### src/rtl/match_sequencer.sv
// Pong match sequencer: start synchronizer, game-tick prescaler, serve countdown,
// score keeping and SSD digit codes. All outputs are registered.
module match_sequencer #(
  parameter int WIN_SCORE   = 10,
  parameter int SERVE_DELAY = 50,
  parameter int TICK_W      = 19
) (
  input  logic       board_clk,
  input  logic       reset,
  input  logic       start,
  input  logic       p1_point,
  input  logic       p2_point,
  output logic       game_tick,
  output logic       ball_enable,
  output logic       serve_side,
  output logic [1:0] state,
  output logic [3:0] p1_score,
  output logic [3:0] p2_score,
  output logic [1:0] winner,
  output logic [3:0] ssd3,
  output logic [3:0] ssd2,
  output logic [3:0] ssd1,
  output logic [3:0] ssd0
);

  typedef enum logic [1:0] {
    QI      = 2'b00,
    QGAME_1 = 2'b01,
    QGAME_2 = 2'b10,
    QDONE   = 2'b11
  } state_t;

  localparam logic [7:0] DELAY = 8'(SERVE_DELAY);
  localparam logic [3:0] WIN   = 4'(WIN_SCORE);

  state_t            st, st_n;
  logic              s1, s2, s2_d;
  logic              start_rise;
  logic [TICK_W-1:0] cnt;
  logic [7:0]        countdown, cd_n;
  logic [3:0]        p1_n, p2_n, p1_inc, p2_inc;
  logic [1:0]        win_n;
  logic              ball_n, serve_n;

  assign start_rise = s2 & ~s2_d;
  assign state      = st;
  assign p1_inc     = p1_score + 4'd1;
  assign p2_inc     = p2_score + 4'd1;

  function automatic logic [3:0] digit_hi(input logic [3:0] v);
    return (v >= 4'd10) ? 4'd1 : 4'hF;
  endfunction

  function automatic logic [3:0] digit_lo(input logic [3:0] v);
    return (v >= 4'd10) ? (v - 4'd10) : v;
  endfunction

  always_comb begin
    st_n    = st;
    p1_n    = p1_score;
    p2_n    = p2_score;
    win_n   = winner;
    cd_n    = countdown;
    ball_n  = ball_enable;
    serve_n = serve_side;
    case (st)
      QI: begin
        p1_n   = 4'd0;
        p2_n   = 4'd0;
        win_n  = 2'b00;
        ball_n = 1'b0;
        if (start_rise) begin
          st_n    = QGAME_1;
          serve_n = 1'b0;
          cd_n    = DELAY;
        end
      end
      QGAME_1, QGAME_2: begin
        if (!s2) begin
          st_n   = QI;
          p1_n   = 4'd0;
          p2_n   = 4'd0;
          win_n  = 2'b00;
          ball_n = 1'b0;
        end else if (ball_enable && (p1_point || p2_point)) begin
          ball_n = 1'b0;
          if (p1_point && p2_point) begin
            cd_n = DELAY;
          end else if (p1_point) begin
            p1_n = p1_inc;
            if (p1_inc == WIN) begin
              st_n  = QDONE;
              win_n = 2'b01;
            end else begin
              st_n    = QGAME_2;
              serve_n = 1'b1;
              cd_n    = DELAY;
            end
          end else begin
            p2_n = p2_inc;
            if (p2_inc == WIN) begin
              st_n  = QDONE;
              win_n = 2'b10;
            end else begin
              st_n    = QGAME_1;
              serve_n = 1'b0;
              cd_n    = DELAY;
            end
          end
        end else begin
          if (game_tick && countdown != 8'd0) cd_n = countdown - 8'd1;
          ball_n = (countdown == 8'd0);
        end
      end
      QDONE: begin
        ball_n = 1'b0;
        if (!s2) begin
          st_n  = QI;
          p1_n  = 4'd0;
          p2_n  = 4'd0;
          win_n = 2'b00;
        end
      end
      default: st_n = QI;
    endcase
  end

  always_ff @(posedge board_clk or posedge reset) begin
    if (reset) begin
      s1          <= 1'b0;
      s2          <= 1'b0;
      s2_d        <= 1'b0;
      cnt         <= '0;
      game_tick   <= 1'b0;
      st          <= QI;
      countdown   <= 8'd0;
      p1_score    <= 4'd0;
      p2_score    <= 4'd0;
      winner      <= 2'b00;
      ball_enable <= 1'b0;
      serve_side  <= 1'b0;
      ssd3        <= 4'hF;
      ssd2        <= 4'hF;
      ssd1        <= 4'hF;
      ssd0        <= 4'hF;
    end else begin
      s1          <= start;
      s2          <= s1;
      s2_d        <= s2;
      cnt         <= cnt + 1'b1;
      game_tick   <= (cnt == {TICK_W{1'b1}});
      st          <= st_n;
      countdown   <= cd_n;
      p1_score    <= p1_n;
      p2_score    <= p2_n;
      winner      <= win_n;
      ball_enable <= ball_n;
      serve_side  <= serve_n;
      // Digits follow the next-state scores so they line up with the score outputs.
      if (st_n == QI) begin
        ssd3 <= 4'hF;
        ssd2 <= 4'hF;
        ssd1 <= 4'hF;
        ssd0 <= 4'hF;
      end else begin
        ssd3 <= digit_hi(p1_n);
        ssd2 <= digit_lo(p1_n);
        ssd1 <= digit_hi(p2_n);
        ssd0 <= digit_lo(p2_n);
      end
    end
  end

endmodule

### config.mk
export PLATFORM = sky130hd
export DESIGN_NAME = match_sequencer
export DESIGN_NICKNAME = d
export VERILOG_FILES = /design/src/rtl/match_sequencer.sv
export SDC_FILE = /design/constraint.sdc
export NUM_CORES = 1
export LEC_CHECK = 0
export BUFFER_PORTS_ARGS = -buffer_cell sky130_fd_sc_hd__buf_2
export CAP_MARGIN = 20
export CORE_MARGIN = 2
export CORE_UTILIZATION = 40
export DETAILED_ROUTE_END_ITERATION = 8
export RECOVER_POWER = 25
export SETUP_SLACK_MARGIN = 0.15
export SLEW_MARGIN = 20
export SYNTH_ARGS = -nofsm -noshare
export SYNTH_HDL_FRONTEND = slang
export SYNTH_SLANG_ARGS = --single-unit
### constraint.sdc
create_clock -name board_clk -period 3.55 [get_ports board_clk]
set_input_delay 0 -clock board_clk [delete_from_list [all_inputs] [get_ports board_clk]]
set_output_delay 0 -clock board_clk [all_outputs]
set_load 0.02 [all_outputs]
==> metrics.txt, run 1 <==
EDFF count, synth=0; 1st-iter DRT viols=156; mapped cell area=3010 µm²; Req. time, crit path=3770 ps; pwr/cell area=484 nW/µm²; Crit-path slowest cell=ha_1; max-cap violation count=0; post-synthesis cell type count=67; GPL Wtd Cong=0.788; vias in the first global route=2207; drt total wl=5930 µm; clk_lat worst skew=310 ps; fmax=0.352 GHz; Final Instance Area=3340 µm²; largest net degree at the start of global routing=38; CP max stage delay=610 ps; die footprint=8240 µm²; Final Max Tran Viols=0; total negative slack=0 ps; IO buf count=33; share of synthesized registers carrying an async set or reset=100%; fin crit share=80.0%; htree depth=2; vias per cell=5.26; TritonCTS Buffers=5; antenna cells=0; initial antenna violation count=0; grt ovf=0; Post-DRT Antenna Nets=0; Final min period=2840 ps; first-pass GRT wire length=10600 µm; clock slew at reported path FFs=100 ps; CP Capture Type=register; wire length per cell=13.7 µm; Final Skew=5.60 ps; die height=90.8 µm; LEAKAGE=1.46 nW; final hold slack=239 ps; Hold Path Class=primary input to register; GR Util All Layers=15.6%; data arrival time of the worst path=3060 ps; starting density of the core=41.5%; largest fanout on the critical path=18; die width=90.8 µm; CTS Sinks=55; # nets final=347; DP HPWL=4270 µm; Placement Cell Area=3220 µm²; clock root cell=clkbuf_8; Core ar.=7250 µm²; DR DRC count=0; Row Count=31; Worst Setup Start Kind=register; area grow syn2layout=11.1%; register area share after synthesis=46.1%; clk buf depth=2; Post-Synthesis Cells=301; RSZ-0062 raised after global routing=false; cell-by-cell trace of the critical path=inv_1 -> ha_1 -> nand4b_1 -> o31ai_1 -> a41oi_1 -> or2_2 -> ha_1 -> nor2b_1 -> o31ai_1; CTS tree=yes; Tot Pwr=1.62 mW; Tightest Pin Transition=709 ps; yosys warns=0; status=finished clean; IO Pins=36; max_slew headroom=52.7%; 1st-pass router iterations=4; CP Class=register to register; VDD IR max=0.218 mV; via count=2269; Avg Inst Size Synth=10.0 µm²; final hold violation count=0; register bit total from synthesis=55; layout cells sized above 1=19.0%; final setup fails=0; main flop type after synthesis=dfrtp_1
==> logic make-up after synthesis <==
family | Yosys count | share of synthesized area [%]
other cells | 1 | 0.125
xor+xnor | 19 | 5.53
mux | 1 | 0.333
flops | 55 | 46.1
fa+ha+maj | 11 | 4.57
buf+inv | 36 | 5.94
compound gates | 67 | 17.0
simple gates | 111 | 20.4
==> path summary, 6_finish.rpt <==
| kind | startpoint | endpoint | slack (ps) | cells past startpoint |
|---|---|---|---|---|
| min in group asynchronous | reset | serve_side | 340 | 3 |
| worst min register to register | s1 | s2 | 360 | 0 |
| worst max-delay path | state[1] | ssd2[2] | 710 | 9 |
| worst max register to register | state[1] | ssd2[2] | 710 | 9 |
| max in group asynchronous | reset | ssd0[0] | 2260 | 4 |
| worst min-delay path | p2_point | serve_side | 240 | 4 |
==> metrics by stage <==
step           cells  setup WS, ps  utilization (%)
2_1_floorplan    302          1100                -
3_3_place_gp     421           878             44.4
3_5_place_dp     421           773             44.4
4_1_cts          431           762             46.2
5_1_grt          431           499             46.1
6_report         431           711             46.1
==> cells in the mapped netlist, drive strengths merged, types with 2 or more instances <==
cell	n	area (µm²)
nand3b	4	33.8
nor4	2	12.5
a2bb2oi	2	17.5
dfrtp	45	1130
nor2b	4	25.0
nand3	15	85.1
or3	3	23.8
xor2	6	52.6
o31ai	6	45.0
ha	11	138
nor2	22	82.6
buf	13	92.6
nand2b	2	15.0
a2111oi	3	32.5
dfstp	10	263
nor3	7	40.0
clkbuf	2	7.51
inv	21	78.8
or2	2	12.5
and3b	2	17.5
nand4b	2	17.5
nand2	25	93.8
and3	5	31.3
o21ai	13	72.6
a31oi	4	40.0
o21ba	2	20.0
a32o	2	20.0
a211oi	2	15.0
o21a	4	30.0
and2	7	46.3
nor3b	3	22.5
xnor2	13	114
a21oi	14	70.1
a41oi	2	17.5
==> state kept, by name, summed over array words and instances (netlist names) <==
name,cells
s2,1
ssd0,4
cnt,19
state,2
ball_enable,1
p2_score,4
winner,2
countdown,8
p1_score,4
serve_side,1
ssd1,1
ssd3,1
s1,1
ssd2,4
game_tick,1
s2_d,1
==> what timing repair did <==
action                     CTS  global route
hold endpoints to repair    19             0
setup endpoints to repair    0             0
resized for setup            0             0
hold buffers                 2             0
setup buffers                0             0
==> power breakdown <==
| group | internal (mW) | switching, mW | leakage, nW | total [mW] |
|---|---|---|---|---|
| clock | 0.214 | 0.211 | 0.0587 | 0.425 |
| combinational | 0.153 | 0.298 | 0.713 | 0.452 |
| sequential | 0.714 | 0.0273 | 0.692 | 0.741 |
| total | 1.08 | 0.537 | 1.46 | 1.62 |
==> critical path: cells and delay by family (launching register included) <==
kind	cells	cell delay (ps)
buf+inv	1	70
simple gates	3	710
compound gates	3	650
fa+ha+maj	2	880
flops	1	460
==> cell usage in the layout, fill, tap and decap left out, drive strengths merged, types with 2 or more instances in the layout <==
master	instances
dfrtp	45
nand4b	2
clkbuf	14
xnor2	13
nand2	25
a211oi	2
nand2b	2
inv	22
o21a	4
xor2	6
or3	3
o31ai	6
o21ai	13
and3b	2
a2bb2oi	2
or2	2
nand3b	4
dlygate4sd3	2
nor3	7
a41oi	2
and3	5
a31oi	4
a21oi	14
nand3	15
nor2	22
a32o	2
a2111oi	3
and2	7
nor4	2
conb	2
nor3b	3
o21ba	2
ha	11
dfstp	10
nor2b	4
buf	26
==> layout make-up <==
| cell class | instances | area [µm²] |
|---|---|---|
| clock buffer | 5 | 68.8 |
| clock inverter | 3 | 47.5 |
| fill | 701 | 3910 |
| inverter | 21 | 78.8 |
| multi-input combinational | 211 | 1450 |
| sequential | 55 | 1390 |
| tap | 99 | 124 |
| timing repair buffer | 37 | 189 |
==> layer usage <==
layer  track usage [%]  part of all wire (%)
met1              21.0                    47
met5                 0                     0
met3              3.34                   3.4
met2              25.6                    49
met4              3.97                  0.74
No activity file was read; power rests on OpenSTA's default activity.
==> run 2, diff against run 1 <==
--- a/config.mk
+++ b/config.mk
@@ -5,6 +5,7 @@
 export SDC_FILE = /design/constraint.sdc
 export NUM_CORES = 1
 export LEC_CHECK = 0
+export ABC_AREA = 1
 export BUFFER_PORTS_ARGS = -buffer_cell sky130_fd_sc_hd__buf_2
 export CAP_MARGIN = 20
 export CORE_MARGIN = 2
==> constraint.sdc (replaced) <==
create_clock -name board_clk -period 2.4 [get_ports board_clk]
set_input_delay 0 -clock board_clk [delete_from_list [all_inputs] [get_ports board_clk]]
set_output_delay 0 -clock board_clk [all_outputs]
set_load 0.02 [all_outputs]
==> metrics.txt, run 2 <==
vias in the first global route=2280 (+3.3%); RSZ-0062 raised after global routing=false; Avg Inst Size Synth=8.03 µm² (-20%); Worst Setup Start Kind=register; clock slew at reported path FFs=110 ps (about the same); fin crit share=85.5% (+5.6 points); reg2reg start=state[0]; Setup WS post-layout=347 ps (-363 ps); DP HPWL=4380 µm (+2.6%); Post-DRT Antenna Nets=0 (unchanged); drt total wl=5810 µm (-2.0%); TritonCTS Buffers=5 (unchanged); post-placement cell count=507 (+20%); data arrival time of the worst path=2310 ps (-750 ps); clk buf depth=2 (unchanged); DR DRC count=0 (unchanged); commonest cells in the netlist=nand2_1 (104), inv_1 (51), dfrtp_1 (45); cell accounting for the most synthesized area=dfrtp_1; register bit total from synthesis=55 (unchanged); yosys warns=0 (unchanged); FILL cells=764 (+9.0%); layout cells sized above 1=22.2% (+3.2 points); htree depth=2 (unchanged); LEAKAGE=1.81 nW (+24%); GR Util All Layers=15.2% (-0.36 points); starting density of the core=41.5% (about the same); largest registers=cnt (19), countdown (8); CP Capture Type=register; die footprint=8280 µm² (+0.60%); Post-Synthesis Cells=377 (+25%); IO buf count=33 (unchanged); post-route non-filler standard cell count=522 (+21%); Tightest Pin Transition=861 ps (+152 ps); vias per cell=4.59 (-13%); Hold Path Class=primary input to register; EDFF count, synth=0 (unchanged); clock root cell=clkbuf_8; CTS tree=yes; # nets final=438 (+26%); hold depth=4 (unchanged); most frequent cells in the layout=nand2_1 (103), inv_1 (49), dfrtp_1 (45); main flop type after synthesis=dfrtp_1; CP Class=register to register; 1st-pass router iterations=4 (unchanged); Final Max Tran Viols=0 (unchanged); CTS Sinks=55 (unchanged); via count=2395 (+5.6%); IO Pins=36 (unchanged); area grow syn2layout=14.6%; die width=91.0 µm (+0.30%); most common cell after layout, fill and taps aside=nand2_1; Largest Register=cnt; largest fanout on the critical path=6 (-12); max-cap violation count=0 (unchanged); R2R setup slack=350 ps (-360 ps); total negative slack=0 ps (unchanged); post-synthesis cell type count=32 (-52%); status=finished clean; first-pass GRT wire length=10300 µm (-2.3%); dominant cell by count in the synthesized netlist=nand2_1; register area share after synthesis=45.8% (-0.29 points); R2R Path End=ssd0[2]; Placement Setup Slack=251 ps (-522 ps); largest net degree at the start of global routing=27 (-29%); pwr/cell area=850 nW/µm² (+76%); top cells by area, synth=dfrtp_1 (37%), nand2_1 (13%), dfstp_2 (8.7%); antenna cells=0 (unchanged); Row Count=31 (unchanged); Core ar.=7290 µm² (+0.53%); Largest register FFs=19 (unchanged); Yosys top cell area share=37.2% (-0.23 points); Worst Hold End=p1_score[0]; Final Skew=12.6 ps (+7.02 ps); grt ovf=0 (unchanged); share of synthesized registers carrying an async set or reset=100% (unchanged); clk_lat worst skew=320 ps (about the same); Register-to-Register Path Depth=17 (+8); die height=91.0 µm (+0.30%); GPL Wtd Cong=0.853 (+8.2%); final setup fails=0 (unchanged); final hold violation count=0 (unchanged); Req. time, crit path=2660 ps (-1110 ps); fmax=0.487 GHz (+38%); 1st-iter DRT viols=96 (-38%); wire length per cell=11.1 µm (-19%); min-delay src=p2_point; VDD IR max=0.296 mV (+35%); max_slew headroom=42.6% (-10 points); Final min period=2050 ps (-787 ps); initial antenna violation count=0 (unchanged); mapped cell area=3030 µm² (+0.62%)
==> run 2: cell types whose count changed in the layout (fill, tap and decap cells not counted), sizes merged, moves of 9 or more <==
cell | previous run | this run
nand3 | 15 | 37
nor2 | 22 | 36
nand2 | 25 | 112
a21oi | 14 | 5
buf | 26 | 39
inv | 22 | 61
==> run 2: metrics by stage <==
stage | hold WS (ps) | power [mW] | area [µm²] | utilization [%]
5_1_grt | 129 | 3.19 | 3470 | 47.6
3_3_place_gp | -32.5 | 2.36 | 3300 | 45.2
2_1_floorplan | 31.4 | 2.07 | 3030 | -
4_1_cts | 94.2 | 2.93 | 3430 | 47.0
3_5_place_dp | -35.5 | 2.37 | 3300 | 45.2
6_report | 112 | 2.95 | 3470 | 47.6
==> run 2: report_power, final <==
part           internal (mW)  switching, mW  total [mW]  leakage [nW]
logic                  0.412          0.782        1.19          1.07
clock network          0.215          0.327       0.542        0.0463
registers               1.13         0.0872        1.22         0.699
==> run 2: worst max-delay path by stage <==
| stage | start | end | slack [ps] | depth (start not counted) |
|---|---|---|---|---|
| finish | state[0] | ssd0[2] | 350 | 17 |
| global route | state[1] | ssd0[2] | 140 | 17 |
| CTS | state[1] | ssd0[2] | 210 | 17 |
| detailed placement | state[1] | ssd0[2] | 250 | 17 |
| global placement | state[1] | ssd0[2] | 360 | 17 |
| floorplan | state[0] | ssd0[2] | 210 | 18 |
==> run 2: layout make-up <==
cell class                 count  area [µm²]  share of cell area [%]
tap                           99         124                    3.57
timing repair buffer          44         250                    7.21
inverter                      60         228                    6.56
clock inverter                 3        27.5                   0.793
sequential                    55        1390                    40.0
multi-input combinational    256        1380                    39.9
clock buffer                   5        68.8                    1.98
==> run 2: repair_timing <==
| item | 4_1_cts | 5_1_grt |
|---|---|---|
| endpoints found under the hold margin | 28 | 0 |
| hold buffers | 3 | 0 |
| setup endpoints to repair | 0 | 2 |
| resized for setup | 0 | 5 |
| setup buffers | 0 | 4 |
==> run 2: metal layers <==
metal  track usage [%]  share of wire [%]  up-vias
li1                  -                  -     1255
met1              20.3                 48     1101
met2              24.3                 46       33
met3              3.57                4.0        6
met4              5.30                1.5        0
met5                 0                  0        -
==> run 2: worst max-delay path: stages (launching register included) <==
cell and delay, ps:
dfrtp_1 400, inv_2 80, ha_4 280, nand2_2 100, inv_4 110, nand2_2 70
nand2_2 70, nand2_1 70, nand2_2 70, inv_2 60, nor2_4 100, inv_1 50
ha_1 260, inv_1 50, nand3_1 70, nand2_1 70, inv_1 30, nand2_1 50
==> run 2: kinds of logic (layout without fill, tap and decap cells) <==
group / after synthesis / in the layout / share of synthesized area, %
AOI/OAI and AO/OA: 19 / 19 / 4.17
and+or+nand+nor: 205 / 205 / 30.6
DFF: 55 / 55 / 45.8
adders and majority gates: 11 / 11 / 4.54
buffers and inverters: 67 / 112 / 9.25
xor gates and xnor gates: 19 / 19 / 5.49
other: 1 / 2 / 0.124
==> run 3, diff against run 2 <==
--- a/config.mk
+++ b/config.mk
@@ -8,6 +8,7 @@
 export ABC_AREA = 1
 export BUFFER_PORTS_ARGS = -buffer_cell sky130_fd_sc_hd__buf_2
 export CAP_MARGIN = 20
+export CORE_ASPECT_RATIO = 1.1
 export CORE_MARGIN = 2
 export CORE_UTILIZATION = 40
 export DETAILED_ROUTE_END_ITERATION = 8
==> metrics.txt, run 3 (synthesis results as in run 2) <==
antenna cells=0 (unchanged); clock slew at reported path FFs=120 ps (about the same); largest net degree at the start of global routing=23 (-15%); LEAKAGE=1.81 nW (about the same); largest registers=cnt (19), countdown (8); global-route met1 utilization=19.6% (-0.71 points); Row Count=33 (+6.5%); IO Pins=36 (unchanged); DR DRC count=0 (unchanged); Core ar.=7390 µm² (+1.4%); total negative slack=0 ps (unchanged); Setup WS post-layout=328 ps (-18.9 ps); max_slew headroom=27.3% (-15 points); GPL Wtd Cong=0.888 (+4.1%); largest fanout on the critical path=5 (-1); IO buf count=33 (unchanged); TritonCTS Buffers=5 (unchanged); die height=95.3 µm (+4.7%); grt ovf=0 (unchanged); Final Max Tran Viols=0 (unchanged); CP Class=register to register; Final min period=2070 ps (+18.9 ps); post-route non-filler standard cell count=510 (-2.3%); Final Skew=15.9 ps (+3.28 ps); status=finished clean; Post-DRT Antenna Nets=0 (unchanged); vias in the first global route=2215 (-2.9%); VDD IR max=0.327 mV (+11%); vias per cell=4.69 (+2.3%); pwr/cell area=855 nW/µm² (+0.53%); Largest register FFs=19 (unchanged); most common cell after layout, fill and taps aside=nand2_1; clk buf depth=2 (unchanged); final setup fails=0 (unchanged); clk_lat worst skew=320 ps (about the same); Worst Setup Start Kind=register; CP Capture Type=register; first-pass GRT wire length=9930 µm (-3.8%); data arrival time of the worst path=2340 ps (+30 ps); most frequent cells in the layout=nand2_1 (104), inv_1 (50), dfrtp_1 (45); CTS Sinks=55 (unchanged); RSZ-0062 raised after global routing=false; wire length per cell=11.2 µm (+1.1%); htree depth=2 (unchanged); 1st-pass router iterations=4 (unchanged); fin crit share=86.3% (+0.79 points); starting density of the core=41.0% (-0.56 points); drt total wl=5740 µm (-1.2%); global-route met3 utilization=3.20% (-0.37 points); via count=2394 (-0.042%); max-cap violation count=0 (unchanged); met2 Track Usage GR=24.7% (+0.42 points); Placement Setup Slack=294 ps (+43.2 ps); area grow syn2layout=13.9%; Req. time, crit path=2670 ps (about the same); die width=87.0 µm (-4.4%); CTS tree=yes; die footprint=8290 µm² (about the same); # nets final=438 (unchanged); clock root cell=clkbuf_8; DP HPWL=4280 µm (-2.3%); layout cells sized above 1=22.0% (-0.24 points); post-placement cell count=495 (-2.4%); Largest Register=cnt; 1st-iter DRT viols=158 (+65%); final hold violation count=0 (unchanged); Hold Path Class=primary input to register; Top Usage Layer GRT=met2; Tightest Pin Transition=1090 ps (+231 ps); GR Util All Layers=14.9% (-0.34 points); initial antenna violation count=0 (unchanged); fmax=0.483 GHz (-0.91%)
[run 3: critical path: stages, from the launching register on]
cell and delay (ps):
dfrtp_1 390, inv_1 100, ha_4 300, nand2_2 100
inv_4 110, nand2_2 60, nand2_2 70, nand2_1 50
nand2_1 90, inv_2 50, nor2_2 110, inv_1 50
ha_1 260, inv_1 50, nand3_1 70, nand2_1 70
inv_1 40, nand2_1 50
[run 3: final timing paths]
path                       slack, ps     start  depth (start not counted)           to
max                              330  state[1]                         17      ssd0[2]
min                              110  p2_point                          4  p1_score[0]
max reg2reg                      330  state[1]                         17      ssd0[2]
min reg2reg                      370        s1                          0           s2
max in group asynchronous        790     reset                          4  p1_score[3]
min in group asynchronous        250     reset                          3  p1_score[0]
[run 3: repair_timing]
action	4_1_cts	5_1_grt
gates resized for setup	0	3
endpoints found under the setup margin	0	2
hold endpoints to repair	26	0
hold buffers	3	0
buffers inserted	0	4
[run 3: stage by stage]
stage / utilization [%] / power (mW) / hold WS [ps] / area, µm²
2_1_floorplan: - / 2.07 / 31.4 / 3030
3_3_place_gp: 44.4 / 2.36 / -33.7 / 3280
3_5_place_dp: 44.4 / 2.37 / -32.3 / 3280
4_1_cts: 46.1 / 2.92 / 104 / 3410
5_1_grt: 46.7 / 3.18 / 135 / 3450
6_report: 46.7 / 2.95 / 107 / 3450
[run 3: area by class of cell]
type	count	area, µm²
fill	739	3940
sequential	55	1390
multi-input combinational	256	1380
timing repair buffer	44	248
inverter	60	228
tap	87	109
clock buffer	5	68.8
clock inverter	3	27.5
[run 3: metal layers]
metal  routed length (µm)  vias up
met5                    0        -
met4                   45        0
met3                  199        4
met2                 2680       33
met1                 2810     1095
li1                     -     1262
[run 3: power by group]
group / total [mW] / internal, mW / switching (mW)
clock: 0.552 / 0.215 / 0.337
sequential: 1.21 / 1.13 / 0.0856
combinational: 1.18 / 0.398 / 0.786
